## src/rtl/rsa_ctrl_pkg.sv

```systemverilog
// Shared definitions for the RSA job controller: state encoding and the
// flag register address/values written to the RSA flag slave.
package rsa_ctrl_pkg;

    typedef enum logic [2:0] {
        S_IDLE = 3'd0,
        S_SET  = 3'd1,
        S_GAP  = 3'd2,
        S_POLL = 3'd3,
        S_CLR  = 3'd4,
        S_DONE = 3'd5
    } state_e;

    localparam logic       FLAG_ADDR = 1'b0;
    localparam logic [7:0] FLAG_SET  = 8'h01;
    localparam logic [7:0] FLAG_CLR  = 8'h00;

    // True in the states where the watchdog is allowed to run.
    function automatic logic wdog_active(input state_e s);
        logic act;
        case (s)
            S_SET, S_GAP, S_POLL: act = 1'b1;
            S_IDLE, S_CLR, S_DONE: act = 1'b0;
            default:              act = 1'b0;
        endcase
        return act;
    endfunction

endpackage

```

## src/rtl/rsa_job_ctrl_if.sv

```systemverilog
// Avalon-MM link between the job controller (master) and the RSA flag
// slave. Read data is zero-latency: valid in the cycle waitrequest is low.
interface rsa_job_ctrl_if;
    logic       avm_address;
    logic       avm_read;
    logic       avm_write;
    logic [7:0] avm_writedata;
    logic [7:0] avm_readdata;
    logic       avm_waitrequest;

    modport master (
        output avm_address, avm_read, avm_write, avm_writedata,
        input  avm_readdata, avm_waitrequest
    );

    modport slave (
        input  avm_address, avm_read, avm_write, avm_writedata,
        output avm_readdata, avm_waitrequest
    );
endinterface

```

## src/rtl/rsa_job_wdog.sv

```systemverilog
// Per-job watchdog for the RSA job controller. Only compiled when
// RSA_JOB_TIMEOUT_EN is defined. Counts clk cycles from 'start' and
// raises 'expired' once TIMEOUT_CYC cycles have elapsed; 'clear' parks it.
`ifdef RSA_JOB_TIMEOUT_EN
module rsa_job_wdog #(
    parameter int TIMEOUT_CYC = 1048576
) (
    input  logic clk,
    input  logic reset,
    input  logic start,
    input  logic clear,
    output logic expired
);
    localparam int CW = $clog2(TIMEOUT_CYC + 1);

    logic [CW-1:0] cnt_r;
    logic          run_r;
    logic          hit_s;

    assign hit_s   = (cnt_r == CW'(TIMEOUT_CYC));
    assign expired = run_r & hit_s;

    // Cycle counter: restarted on every start, saturates at the limit.
    always_ff @(posedge clk or posedge reset) begin
        if (reset) begin
            cnt_r <= '0;
            run_r <= 1'b0;
        end else if (clear) begin
            cnt_r <= '0;
            run_r <= 1'b0;
        end else if (start) begin
            cnt_r <= '0;
            run_r <= 1'b1;
        end else if (run_r && !hit_s) begin
            cnt_r <= cnt_r + CW'(1);
        end
    end
endmodule
`endif

```

## src/rtl/rsa_job_ctrl.sv

```systemverilog
// RSA job controller: runs a batch of jobs by setting the RSA flag,
// polling it until the engine clears it, and counting completions.
// Optional per-job watchdog is enabled by defining RSA_JOB_TIMEOUT_EN.
module rsa_job_ctrl
    import rsa_ctrl_pkg::*;
#(
    parameter int POLL_GAP    = 16,
    parameter int TIMEOUT_CYC = 1048576
) (
    input  logic           clk,
    input  logic           reset,
    input  logic           cmd_valid,
    input  logic [15:0]    cmd_count,
    output logic           cmd_ready,
    input  logic           abort,
    output logic           busy,
    output logic           done,
    output logic           error,
    output logic [15:0]    jobs_done,
    rsa_job_ctrl_if.master avm
);
    state_e      state_r;
    logic [15:0] count_r;
    logic [15:0] jobs_done_r;
    logic [15:0] gap_cnt_r;
    logic        abort_r;
    logic        cmd_ready_r;
    logic        busy_r;
    logic        done_r;
    logic        error_r;
    logic        rd_r;
    logic        wr_r;
    logic        addr_r;
    logic [7:0]  wdata_r;

    logic        bus_ack_s;
    logic        abort_req_s;
    logic        stop_s;
    logic        in_wait_s;
    logic [15:0] next_jobs_s;
    logic        wdog_start_s;
    logic        wdog_clear_s;
    logic        wdog_expired_s;
    logic [6:0]  unused_rdata_s;

    assign cmd_ready         = cmd_ready_r;
    assign busy              = busy_r;
    assign done              = done_r;
    assign error             = error_r;
    assign jobs_done         = jobs_done_r;
    assign avm.avm_read      = rd_r;
    assign avm.avm_write     = wr_r;
    assign avm.avm_address   = addr_r;
    assign avm.avm_writedata = wdata_r;
    assign unused_rdata_s    = avm.avm_readdata[7:1];

    // Decode bus acceptance, pending stop requests and watchdog controls.
    always_comb begin
        bus_ack_s    = ~avm.avm_waitrequest;
        abort_req_s  = abort_r | abort;
        next_jobs_s  = jobs_done_r + 16'd1;
        wdog_start_s = 1'b0;
        in_wait_s    = 1'b0;
        wdog_clear_s = ~wdog_active(state_r);
        case (state_r)
            S_SET:         wdog_start_s = bus_ack_s;
            S_GAP, S_POLL: in_wait_s    = 1'b1;
            default:       in_wait_s    = 1'b0;
        endcase
        // A watchdog expiry only counts while waiting on the engine.
        stop_s = abort_req_s | (in_wait_s & wdog_expired_s);
    end

`ifdef RSA_JOB_TIMEOUT_EN
    rsa_job_wdog #(
        .TIMEOUT_CYC (TIMEOUT_CYC)
    ) u_wdog (
        .clk     (clk),
        .reset   (reset),
        .start   (wdog_start_s),
        .clear   (wdog_clear_s),
        .expired (wdog_expired_s)
    );
`else
    logic [33:0] unused_wdog_s;
    assign wdog_expired_s = 1'b0;
    assign unused_wdog_s  = {wdog_start_s, wdog_clear_s, 32'(TIMEOUT_CYC)};
`endif

    // Batch state machine; every output and bus strobe is a register here.
    always_ff @(posedge clk or posedge reset) begin
        if (reset) begin
            state_r     <= S_IDLE;
            count_r     <= 16'd0;
            jobs_done_r <= 16'd0;
            gap_cnt_r   <= 16'd0;
            abort_r     <= 1'b0;
            cmd_ready_r <= 1'b1;
            busy_r      <= 1'b0;
            done_r      <= 1'b0;
            error_r     <= 1'b0;
            rd_r        <= 1'b0;
            wr_r        <= 1'b0;
            addr_r      <= 1'b0;
            wdata_r     <= 8'h00;
        end else begin
            case (state_r)
                S_IDLE: begin
                    abort_r <= 1'b0;
                    if (cmd_valid) begin
                        count_r     <= cmd_count;
                        jobs_done_r <= 16'd0;
                        error_r     <= 1'b0;
                        cmd_ready_r <= 1'b0;
                        busy_r      <= 1'b1;
                        if (cmd_count == 16'd0) begin
                            state_r <= S_DONE;
                            done_r  <= 1'b1;
                        end else begin
                            state_r <= S_SET;
                            wr_r    <= 1'b1;
                            addr_r  <= FLAG_ADDR;
                            wdata_r <= FLAG_SET;
                        end
                    end
                end
                S_SET: begin
                    abort_r <= abort_req_s;
                    if (bus_ack_s) begin
                        if (abort_req_s) begin
                            // Back-to-back write: the clear follows the accepted set.
                            state_r <= S_CLR;
                            wdata_r <= FLAG_CLR;
                        end else if (POLL_GAP == 0) begin
                            state_r <= S_POLL;
                            wr_r    <= 1'b0;
                            rd_r    <= 1'b1;
                        end else begin
                            state_r   <= S_GAP;
                            wr_r      <= 1'b0;
                            gap_cnt_r <= 16'd0;
                        end
                    end
                end
                S_GAP: begin
                    abort_r <= abort_req_s;
                    if (stop_s) begin
                        state_r <= S_CLR;
                        wr_r    <= 1'b1;
                        addr_r  <= FLAG_ADDR;
                        wdata_r <= FLAG_CLR;
                    end else if (gap_cnt_r == 16'(POLL_GAP - 1)) begin
                        state_r <= S_POLL;
                        rd_r    <= 1'b1;
                        addr_r  <= FLAG_ADDR;
                    end else begin
                        gap_cnt_r <= gap_cnt_r + 16'd1;
                    end
                end
                S_POLL: begin
                    abort_r <= abort_req_s;
                    if (bus_ack_s) begin
                        rd_r <= 1'b0;
                        if (!avm.avm_readdata[0]) begin
                            jobs_done_r <= next_jobs_s;
                            if (next_jobs_s == count_r) begin
                                // Final completion beats a coincident stop request.
                                state_r <= S_DONE;
                                done_r  <= 1'b1;
                            end else if (stop_s) begin
                                state_r <= S_CLR;
                                wr_r    <= 1'b1;
                                wdata_r <= FLAG_CLR;
                            end else begin
                                state_r <= S_SET;
                                wr_r    <= 1'b1;
                                wdata_r <= FLAG_SET;
                            end
                        end else if (stop_s) begin
                            state_r <= S_CLR;
                            wr_r    <= 1'b1;
                            wdata_r <= FLAG_CLR;
                        end else if (POLL_GAP == 0) begin
                            rd_r <= 1'b1;
                        end else begin
                            state_r   <= S_GAP;
                            gap_cnt_r <= 16'd0;
                        end
                    end
                end
                S_CLR: begin
                    abort_r <= 1'b0;
                    if (bus_ack_s) begin
                        state_r <= S_DONE;
                        wr_r    <= 1'b0;
                        error_r <= 1'b1;
                        done_r  <= 1'b1;
                    end
                end
                S_DONE: begin
                    state_r     <= S_IDLE;
                    abort_r     <= 1'b0;
                    done_r      <= 1'b0;
                    busy_r      <= 1'b0;
                    cmd_ready_r <= 1'b1;
                end
                default: begin
                    state_r     <= S_IDLE;
                    abort_r     <= 1'b0;
                    done_r      <= 1'b0;
                    busy_r      <= 1'b0;
                    cmd_ready_r <= 1'b1;
                    rd_r        <= 1'b0;
                    wr_r        <= 1'b0;
                end
            endcase
        end
    end
endmodule
```

## src/flat_wrapper.sv

```systemverilog
// flat-port wrapper written by rule: the top's interface ports become plain ports
module rsa_job_ctrl_flat import rsa_ctrl_pkg::*;
#(
    parameter int POLL_GAP    = 16,
    parameter int TIMEOUT_CYC = 1048576
)
  (clk, reset, cmd_valid, cmd_count, cmd_ready, abort, busy, done, error, jobs_done, avm_avm_address, avm_avm_read, avm_avm_write, avm_avm_writedata, avm_avm_readdata, avm_avm_waitrequest);
  rsa_job_ctrl_if avm_i ();
  input  logic clk;
  input  logic reset;
  input  logic cmd_valid;
  input  logic [15:0] cmd_count;
  output logic cmd_ready;
  input  logic abort;
  output logic busy;
  output logic done;
  output logic error;
  output logic [15:0] jobs_done;
  output wire logic [$bits(avm_i.avm_address)-1:0] avm_avm_address;
  output wire logic [$bits(avm_i.avm_read)-1:0] avm_avm_read;
  output wire logic [$bits(avm_i.avm_write)-1:0] avm_avm_write;
  output wire logic [$bits(avm_i.avm_writedata)-1:0] avm_avm_writedata;
  input wire logic [$bits(avm_i.avm_readdata)-1:0] avm_avm_readdata;
  input wire logic [$bits(avm_i.avm_waitrequest)-1:0] avm_avm_waitrequest;
  assign avm_avm_address = avm_i.avm_address;
  assign avm_avm_read = avm_i.avm_read;
  assign avm_avm_write = avm_i.avm_write;
  assign avm_avm_writedata = avm_i.avm_writedata;
  assign avm_i.avm_readdata = avm_avm_readdata;
  assign avm_i.avm_waitrequest = avm_avm_waitrequest;
  rsa_job_ctrl #(.POLL_GAP(POLL_GAP), .TIMEOUT_CYC(TIMEOUT_CYC)) u_core (.clk(clk), .reset(reset), .cmd_valid(cmd_valid), .cmd_count(cmd_count), .cmd_ready(cmd_ready), .abort(abort), .busy(busy), .done(done), .error(error), .jobs_done(jobs_done), .avm(avm_i));
endmodule
```

## config.mk

```make
export PLATFORM = sky130hd
export DESIGN_NAME = rsa_job_ctrl_flat
export DESIGN_NICKNAME = d
export VERILOG_FILES = /design/src/rtl/rsa_ctrl_pkg.sv /design/src/rtl/rsa_job_ctrl_if.sv /design/src/rtl/rsa_job_wdog.sv /design/src/rtl/rsa_job_ctrl.sv /design/src/flat_wrapper.sv
export SDC_FILE = /design/constraint.sdc
export NUM_CORES = 1
export LEC_CHECK = 0
export CAP_MARGIN = 20
export CORE_MARGIN = 2
export CORE_UTILIZATION = 54
export DETAILED_ROUTE_END_ITERATION = 6
export PLACE_DENSITY_LB_ADDON = 0.12
export SYNTH_ARGS = -nofsm -noshare
export SYNTH_HDL_FRONTEND = slang
export SYNTH_HIERARCHICAL = 1
export SYNTH_SLANG_ARGS = --single-unit
```

## constraint.sdc

```tcl
create_clock -name clk -period 2.85 [get_ports clk]
set_input_delay 0.57 -clock clk [delete_from_list [all_inputs] [get_ports clk]]
set_output_delay 0.57 -clock clk [all_outputs]
set_load 0.1 [all_outputs]
```

==> impl_metrics.csv <==
group,metric,value,unit
job,maxCapViolCount,0,
finish,utilization,0.682,
drt,wirelength,8390,um
worst_setup_path,cp.required,3070,ps
floorplanning,io_pins,60,
worst_setup_path,crit_fanout,8,
synth,synth_top_area_cell,"dfrtp_1",
synth,synth_top_family_by_area,"simple AND/OR/NAND/NOR gates",
drt,routedWlPerCell,16.0,um
drt,drtIter0Drc,168,
synth,yosys.area_share.simple,0.225,
clock_tree,cts_num_sinks,66,
synth,synth-main-ff-cell,"dfrtp_1",
synth,async_flop_share,1.00,
drt,ant_nets,0,
clock_tree,cts_max_path_buffers,2,
floorplanning,dieArea,7430,sq um
synth,yosysSeqAreaShare,0.453,
timing,fmax,375,MHz
place,port_buffers,51,
finish,final_cell_mix,"56 x dfrtp_1, 42 x buf_4, 41 x nor2_1",
synth,synth_top_area_frac,0.446,
power_and_ir_drop,p_switching,1400,uW
floorplanning,dieHeight,86.2,um
power_and_ir_drop,p_sw_frac,0.409,
timing,rsz0062_at_grt,"false",
power_and_ir_drop,pwr-share-clk,0.214,
clock_tree,numCtsBuffers,9,
synth,synthAdderAreaFrac,0.00686,
worst_setup_path,cp-start-kind,"register",
finish,diodes,0,
place,gp_congestion,0.916,
timing,fin_crit,2670,ps
worst_setup_path,critPathKind,"register to register",
timing,worst_slew_pin_slew,612,ps
drt,firstDrtPassIters,5,
clock_tree,cts-root-buf,"clkbuf_8",
drt,viasPerCell,5.94,
floorplanning,coreArea,6460,sq um
place,placed_area,4200,sq um
worst_setup_path,cp_data_arrival_time,2890,ps
power_and_ir_drop,power_report.internal_total,2030,uW
clock_tree,clock_latency,330,ps
floorplanning,initial_core_util,0.565,
global_route,grt_pass1_vias,2983,
synth,synth_xor_area_frac,0.0782,
synth,synth-seq-cells,66,
finish,final_common_cell,"dfrtp_1",
finish,area_growth,20.7,%
finish,final_area,4400,sq um
timing,finalSetupViolCount,0,
synth,synth_edf_count,0,
timing,report.final.slew_viol_count,0,
global_route,grt_max_degree,67,
power_and_ir_drop,powerDensity,779,nW/um^2
timing,final.setup.tns,0,ps
finish,fin_cells,523,
synth,syn-cell-area,3650,sq um
place,dp_hpwl,6020,um
timing,period_share,0.937,
place,dp.cells,506,
floorplanning,row_count,29,
power_and_ir_drop,power_frac_seq,0.387,
clock_tree,htree_levels,3,
clock_tree,cts_tree,"built",
synth,avgSynthCellArea,9.47,sq um
timing,clock_skew,8.23,ps
power_and_ir_drop,peakVddDrop,0.417,mV
floorplanning,fp.dieW,86.2,um
synth,yosys.cell_types.count,56,
power_and_ir_drop,leakagePower,0.00196,uW
synth,syn_nets,416,
worst_setup_path,worst_setup_path_end_kind,"register",
global_route,grt_pass1_wl,14100,um
timing,hold_slack,491,ps
clock_tree,clkTransAtPathRegs,70,ps
synth,synth_area_leaders,"dfrtp_1 45%, mux2_2 5.2%, xor2_1 4.6%",
synth,yosys-mux-area-fraction,0.0580,
clock_tree,hold_buffers,0,
finish,fillers,516,
global_route,grt_usage,0.240,
drt,drc_errors,0,
status,status,"completed",
power_and_ir_drop,power_frac_comb,0.399,
finish,nets,472,
timing,max_slew_margin,0.592,
synth,ys.warnings.count,6,
drt,via_count,3105,
hold_path,hold_class,"register to register",
global_route,antenna_found_initial,0,
synth,syn-instance-count,385,
synth,synth_compound_area_frac,0.147,
timing,hold_violations,0,
global_route,gr-total-overflow,0,
finish,drive_gt1_frac,0.215,
==> per-stage QoR <==
step | total power (uW) | worst slack [ps]
finish | 3430 | 181
global route | 3620 | 0.144
CTS | 3450 | 190
detailed placement | 2710 | 102
global placement | 2670 | 183
floorplan | 2370 | 1.38
==> area by class of cell <==
| type | count | area, sq um | area share |
|---|---|---|---|
| tap | 77 | 96.3 | 0.0219 |
| inverter | 5 | 18.8 | 0.00426 |
| clock buffer | 12 | 165 | 0.0375 |
| clock inverter | 4 | 25.0 | 0.00568 |
| multi-input combinational | 295 | 1890 | 0.429 |
| timing repair buffer | 64 | 546 | 0.124 |
| sequential | 66 | 1660 | 0.378 |
==> worst paths after layout <==
path / cells past startpoint / to / startpoint / slack (ps)
min in group asynchronous: 3 / u_core/avm.avm_writedata[4] / reset / 630
min: 1 / u_core/busy / u_core/busy / 490
min reg2reg: 1 / u_core/busy / u_core/busy / 490
max in group asynchronous: 3 / u_core/cmd_ready / reset / 1900
max: 9 / u_core/avm.avm_writedata[0] / u_core/jobs_done[0] / 180
max reg2reg: 9 / u_core/avm.avm_writedata[0] / u_core/jobs_done[0] / 180
==> registers in the layout (all words and copies together) (netlist names) <==
signal / count
u_core/abort_r: 1
u_core/avm.avm_read: 1
u_core/avm.avm_write: 1
u_core/avm.avm_writedata: 8
u_core/busy: 1
u_core/cmd_ready: 1
u_core/count_r: 16
u_core/done: 1
u_core/error: 1
u_core/gap_cnt_r: 16
u_core/jobs_done: 16
u_core/state_r: 3
==> Yosys cell counts (4+ instances only) <==
| library cell | n |
|---|---|
| a21oi_1 | 15 |
| nand2_1 | 35 |
| nor4_1 | 6 |
| nand4_1 | 9 |
| o21ai_1 | 4 |
| inv_1 | 5 |
| xor2_1 | 19 |
| nand3_1 | 15 |
| nor2_1 | 41 |
| and3_1 | 8 |
| a31oi_1 | 5 |
| nor2b_1 | 9 |
| and2_1 | 4 |
| o41ai_1 | 5 |
| buf_4 | 4 |
| o21ai_0 | 29 |
| dfrtp_1 | 65 |
| clkbuf_1 | 10 |
| buf_2 | 5 |
| o31ai_1 | 4 |
| mux2_2 | 17 |
| nor3_1 | 8 |
| xnor2_1 | 11 |
==> logic make-up (layout without fill, tap and decap cells) <==
kind of cell,Yosys count,count (layout)
AOI/OAI and AO/OA,85,85
and+or+nand+nor,157,157
xor gates and xnor gates,31,31
adders and majority gates,2,2
muxes,19,19
buffers and inverters,24,85
other,1,1
DFF,66,66
==> metal layers <==
metal	wire (um)	vias to the layer above	global-route usage
li1	-	1502	-
met1	3660	1504	0.323
met2	4170	82	0.392
met3	358	17	0.0381
met4	205	0	0.0952
met5	0	-	0
==> critical path, cell delays in order (launching register included) <==
cell and delay (ps):
dfrtp_2 460, ha_1 290, xnor3_1 290, o2111ai_1 110
a2111oi_1 360, nand4_1 270, nor4_4 300, buf_4 190
nor3b_1 60, o22a_1 220
==> power by group through the flow <==
stage          registers, uW  logic [uW]  clock network (uW)
2_1_floorplan           1600         766                   0
3_3_place_gp            1340        1330                   0
3_5_place_dp            1340        1360                   0
4_1_cts                 1330        1370                 754
5_1_grt                 1350        1480                 796
6_report                1330        1370                 735
==> timing repair <==
item / 4_1_cts / 5_1_grt
buffers inserted: 0 / 1
gates resized for setup: 0 / 1
endpoints found under the setup margin: 0 / 2
(Power assumes the default switching activity.)
==> RTL edit 1: new RTL, same flow settings <==
Register the output `error` once more, cleared by the reset; this adds one clock of latency there. The other outputs are not delayed to match.
--- a/src/rtl/rsa_job_ctrl.sv
+++ b/src/rtl/rsa_job_ctrl.sv
@@ -46,7 +46,13 @@
     assign cmd_ready         = cmd_ready_r;
     assign busy              = busy_r;
     assign done              = done_r;
-    assign error             = error_r;
+    always_ff @(posedge clk or posedge reset) begin
+        if (reset) begin
+            error <= '0;
+        end else begin
+            error <= error_r;
+        end
+    end
     assign jobs_done         = jobs_done_r;
     assign avm.avm_read      = rd_r;
     assign avm.avm_write     = wr_r;
Check against the original RTL: not equivalent (Yosys sat finds a counterexample within 4 cycles, from zero or initial values and one cycle with reset high).
==> RTL edit 1 against the unedited design <==
  * Core utilization down 1.2 points
  * Total power up 10%
  * Design area up 2.2%
  * Wire length up 3.1%
  * Sequential cell count up 1
  * Non-clock buffer count down 1
  * Sequential share of layout area down 0.19 points
  * Worst setup slack better by 0.044 ns
  * Area after synthesis up 1.1%
  * Critical path type unchanged
  * Largest cell class unchanged
  * Largest power group unchanged
==> RTL edit 1: results (changes against the unedited design) <==
| Metric | Value |
|---|---|
| Status | `complete, no violations (unchanged)` |
| RePlAce Congestion | `0.838 (was 0.916)` |
| Initial antenna violation count | `0 (unchanged)` |
| Hold WC Path Type | `reg2reg (unchanged)` |
| Vias in the first global route | `2,959 (was 2,983)` |
| Total wire length | `8.65 mm (was 8.39 mm)` |
| Placed cell count | `523 (was 506)` |
| CP arrival | `2.85 ns (was 2.89 ns)` |
| Vias/cell | `5.92 (was 5.94)` |
| Largest net degree at the start of global routing | `51 (was 67)` |
| Hpwl dp | `6.04 mm (was 6.02 mm)` |
| Tot GR Track Use | `0.237 (was 0.240)` |
| # fillers | `539 (was 516)` |
| H-tree lvl count | `3 (unchanged)` |
| Yosys Warn Count | `6 (unchanged)` |
| First drt pass iteration count | `5 (unchanged)` |
| Layout cells sized above 1 | `0.216 (was 0.215)` |
| Port Buf Inserts | `51 (unchanged)` |
| CTS Buf Count | `9 (unchanged)` |
| Worst ir drop on vdd | `0.607 mV (was 0.417 mV)` |
| Sequential area share after synthesis | `0.455 (was 0.453)` |
| Syn_nets | `430 (was 416)` |
| Fraction of registers with async set/reset | `1.00 (unchanged)` |
| Max_slew headroom | `0.491 (was 0.592)` |
| Clk_lat worst skew | `between 0.3 and 0.4 ns` |
| Share of Yosys cell area claimed by the top area cell type | `0.448 (was 0.446)` |
| DP Worst Slack | `0.204 ns (was 0.102 ns)` |
| Root Buffer | `clkbuf_8 (unchanged)` |
| Crit path max fanout | `8 (unchanged)` |
| Iter 0 DRT Violations | `168 (unchanged)` |
| Synth area leaders | `dfrtp_1 45%, o21ai_0 5.7%, mux2_2 4.6% (was dfrtp_1 45%, mux2_2 5.2%, xor2_1 4.6%)` |
| Top cells by count, synth | `66 x dfrtp_1, 42 x o21ai_0, 39 x nor2_1 (was 65 x dfrtp_1, 41 x nor2_1, 35 x nand2_1)` |
| Yosys cell types | `58 (was 56)` |
| Pleak | `1.93 nW (was 1.96 nW)` |
| Final clock skew | `0.00909 ns (was 0.00823 ns)` |
| Final nets | `485 (was 472)` |
| Routed wire per std cell | `16.0 µm (about the same)` |
| Clock Pin Slew Worst Setup and Hold Paths | `roughly 0.08 ns` |
| Max Root-Sink Buffers | `2 (unchanged)` |
| Diode count | `0 (unchanged)` |
| Post-Syn Instances | `399 (was 385)` |
| First-pass GRT wire length | `13.9 mm (was 14.1 mm)` |
RTL edit 1: changes by cell type after synthesis, sizes merged, moves of 4 or more:
cell	delta
nor2b	+4
nand3	-5
or3	+5
and3	-4
o31ai	+4
xor2	-4
o21ai	+11
xnor2	+4
inv	+7
o41ai	-4
RTL edit 1: through the flow:
stage	power, W	cell area, µm²
finish	0.00378	4500
global placement	0.00283	4260
floorplan	0.00252	3700
CTS	0.00378	4490
detailed placement	0.00286	4260
global route	0.00397	4500
RTL edit 1: cell type report:
type / count / area share
Tap cell: 80 / 0.0222
Sequential cell: 67 / 0.376
Clock buffer: 12 / 0.0345
Multi-Input combinational cell: 301 / 0.422
Timing Repair Buffer: 63 / 0.120
Inverter: 12 / 0.0100
Clock inverter: 4 / 0.0161
RTL edit 1: timing repair:
action / in CTS / in global routing
resized for setup: 0 / 3
hold buffers: 0 / 0
setup buffers: 0 / 0
endpoints found under the setup margin: 0 / 4
RTL edit 1: layer usage:
layer / share of wire / vias up / track usage
li1: - / 1529 / -
met1: 0.44 / 1533 / 0.315
met2: 0.48 / 113 / 0.390
met3: 0.054 / 15 / 0.0362
met4: 0.017 / 0 / 0.0952
met5: 0 / - / 0
RTL edit 1: report_power, final:
part / switching, W / total, W / internal, W
Combinational: 0.000916 / 0.00146 / 0.000545
Sequential: 0.000233 / 0.00141 / 0.00118
Clock: 0.000371 / 0.000911 / 0.000540
RTL edit 1: cell families after synthesis:
logic type | share of synthesized area
compound gates | 0.145
other cells | 0.00102
fa+ha+maj | 0.00678
mux | 0.0512
buf+inv | 0.0343
xor+xnor | 0.0712
flops | 0.455
simple gates | 0.235
RTL edit 1: worst paths after layout:
kind	startpoint	endpoint	slack (ns)	depth (start not counted)
min in group asynchronous	reset	u_core/jobs_done[5]	0.53	2
worst max-delay path	u_core/jobs_done[0]	u_core/avm.avm_write	0.22	10
worst min register to register	u_core/error_r	u_core/error	0.42	0
max in group asynchronous	reset	u_core/cmd_ready	1.66	3
worst max register to register	u_core/jobs_done[0]	u_core/avm.avm_write	0.22	10
worst min-delay path	u_core/error_r	u_core/error	0.42	0
RTL edit 1: worst max-delay path, stage by stage (launching register included):
cell       delay, ns
dfrtp_2         0.44
ha_1            0.22
nand3_1         0.25
nor4_2          0.46
xnor2_1         0.14
nor2_1          0.17
o2111ai_2       0.22
nor3_4          0.28
buf_4           0.18
o21ai_1         0.07
o41ai_1         0.07
==> RTL edit 2: new RTL, same flow settings <==
Made on the original files. Add a define of `RSA_JOB_TIMEOUT_EN`.
--- a/src/rtl/rsa_job_wdog.sv
+++ b/src/rtl/rsa_job_wdog.sv
@@ -1,6 +1,8 @@
 // Per-job watchdog for the RSA job controller. Only compiled when
 // RSA_JOB_TIMEOUT_EN is defined. Counts clk cycles from 'start' and
 // raises 'expired' once TIMEOUT_CYC cycles have elapsed; 'clear' parks it.
+`define RSA_JOB_TIMEOUT_EN
+
 `ifdef RSA_JOB_TIMEOUT_EN
 module rsa_job_wdog #(
     parameter int TIMEOUT_CYC = 1048576
Formal check against the unedited RTL: same outputs for any inputs over 10 cycles, from zero or initial values and one cycle with reset high; that may be too few to reach the edited logic, so the function may still have changed.
==> RTL edit 2 against the unedited design <==
  * Area after synthesis is 38% higher
  * Worst setup slack improved by 0.0047 ns
  * Wire length increased by 42%
  * Design area up 35%
  * Worst hold slack got worse by 0.0027 ns
  * Sequential cell count grew 22
  * Total power increased by 37%
  * Critical path type unchanged
==> RTL edit 2: results (changes against the unedited design) <==
| Metric | Value |
|---|---|
| Vias | `4,365 (was 3,105)` |
| Crit path max fanout | `7 (was 8)` |
| Root Buffer | `clkbuf_8 (unchanged)` |
| Hpwl dp | `8.59 mm (was 6.02 mm)` |
| Worst-margin pin slew | `0.979 ns (was 0.612 ns)` |
| Fraction of registers with async set/reset | `1.00 (unchanged)` |
| Iter 0 DRT Violations | `267 (was 168)` |
| Clock Pin Slew Worst Setup and Hold Paths | `0.09 ns (was 0.07 ns)` |
| # fillers | `797 (was 516)` |
| Pleak | `2.45 nW (was 1.96 nW)` |
| Status | `complete, no violations (unchanged)` |
| R2R depth | `9 (unchanged)` |
| Critical path origin | `u_core/jobs_done[0] (unchanged)` |
| Syn_nets | `582 (was 416)` |
| Worst hold endpoint | `u_core/busy (unchanged)` |
| CP delay by family, top | `compound AO/OA/AOI/OAI gates (unchanged)` |
| Reg-to-reg endpoint | `u_core/avm.avm_writedata[3] (was u_core/avm.avm_writedata[0])` |
| H-tree lvl count | `3 (unchanged)` |
| Worst hold start | `u_core/busy (unchanged)` |
| Routed wire per std cell | `16.3 µm (was 16.0 µm)` |
| Diode count | `0 (unchanged)` |
| CTS Buf Count | `9 (unchanged)` |
| RePlAce Congestion | `0.891 (was 0.916)` |
| First-pass GRT wire length | `20.0 mm (was 14.1 mm)` |
| Yosys cell types | `71 (was 56)` |
| Initial antenna violation count | `0 (unchanged)` |
| Tot GR Track Use | `0.247 (was 0.240)` |
| Synth area leaders | `dfrtp_1 43%, o21ai_0 5.3%, xnor2_1 4.0% (was dfrtp_1 45%, mux2_2 5.2%, xor2_1 4.6%)` |
| Max Root-Sink Buffers | `2 (unchanged)` |
| Sequential area share after synthesis | `0.436 (was 0.453)` |
| Final nets | `645 (was 472)` |
| Largest net degree at the start of global routing | `38 (was 67)` |
| First drt pass iteration count | `5 (unchanged)` |
| Port Buf Inserts | `51 (unchanged)` |
| CP endpoint kind | `flop (unchanged)` |
| Yosys Warn Count | `6 (unchanged)` |
| Vias in the first global route | `4,164 (was 2,983)` |
| Clk_lat worst skew | `0.36 ns (was 0.33 ns)` |
| Crit path largest cell delay | `between 0.4 and 0.5 ns` |
| Final clock skew | `0.00937 ns (was 0.00823 ns)` |
| Flip-flop count of the largest register after layout | `21` |
| Setup Fix Bufs, Post-CTS | `0 (unchanged)` |
| Top cells by count, synth | `87 x dfrtp_1, 53 x nand2_1, 53 x o21ai_0 (was 65 x dfrtp_1, 41 x nor2_1, 35 x nand2_1)` |
| Worst ir drop on vdd | `0.885 mV (was 0.417 mV)` |
| Hold WC Path Type | `reg2reg (unchanged)` |
| Hold WS | `0.488 ns (was 0.491 ns)` |
| Layout cells sized above 1 | `0.198 (was 0.215)` |
| CTS resizes | `0 (unchanged)` |
| Critical Path Slowest Stage Cell | `dfrtp_2 (unchanged)` |
| CP arrival | `2.90 ns (was 2.89 ns)` |
-- RTL edit 2: cell count changes after synthesis, sizes merged, moves of 8 or more --
cell	unedited run	this run
inv	5	17
a21oi	15	23
dfrtp	65	87
nand2	35	53
or3	3	12
o21ai	33	55
nor4	9	20
xnor2	11	23
-- RTL edit 2: report_power, final --
| part | total [W] | switching [W] | leakage [nW] | internal, W |
|---|---|---|---|---|
| sequential | 0.00170 | 0.000236 | 1.16 | 0.00146 |
| combinational | 0.00197 | 0.00122 | 1.18 | 0.000749 |
| clock | 0.00103 | 0.000449 | 0.116 | 0.000580 |
| total | 0.00469 | 0.00190 | 2.45 | 0.00279 |
-- RTL edit 2: routing by layer --
metal,vias to the layer above,global-route usage,share of wire
met4,0,0.0885,0.015
met3,21,0.0354,0.045
li1,2118,-,-
met2,110,0.396,0.49
met1,2116,0.341,0.45
met5,-,0,0
-- RTL edit 2: cell type report --
type	instances	area, µm²	area share
clock buffers	10	128	0.0215
well taps	111	139	0.0234
inverters	17	63.8	0.0108
multi-input cells	419	2640	0.444
repair buffers	77	643	0.108
flip-flops and latches	88	2220	0.374
clock inverters	6	108	0.0181
-- RTL edit 2: logic make-up (layout without fill, tap and decap cells) --
family	after synthesis	after routing	share of synthesized area
adders and majority gates	4	4	0.00991
muxes	18	18	0.0399
DFF	88	88	0.436
AOI/OAI and AO/OA	133	133	0.166
buffers and inverters	42	110	0.0436
xor gates and xnor gates	36	36	0.0624
and+or+nand+nor	227	227	0.241
other	1	1	0.000742
-- RTL edit 2: per-stage QoR --
step / instances / area [µm²] / setup slack [ns]
floorplan: 549 / 5060 / 0.0142
global placement: 712 / 5690 / 0.159
detailed placement: 712 / 5690 / 0.110
CTS: 728 / 5930 / 0.0846
global route: 728 / 5930 / 0.0615
finish: 728 / 5930 / 0.185
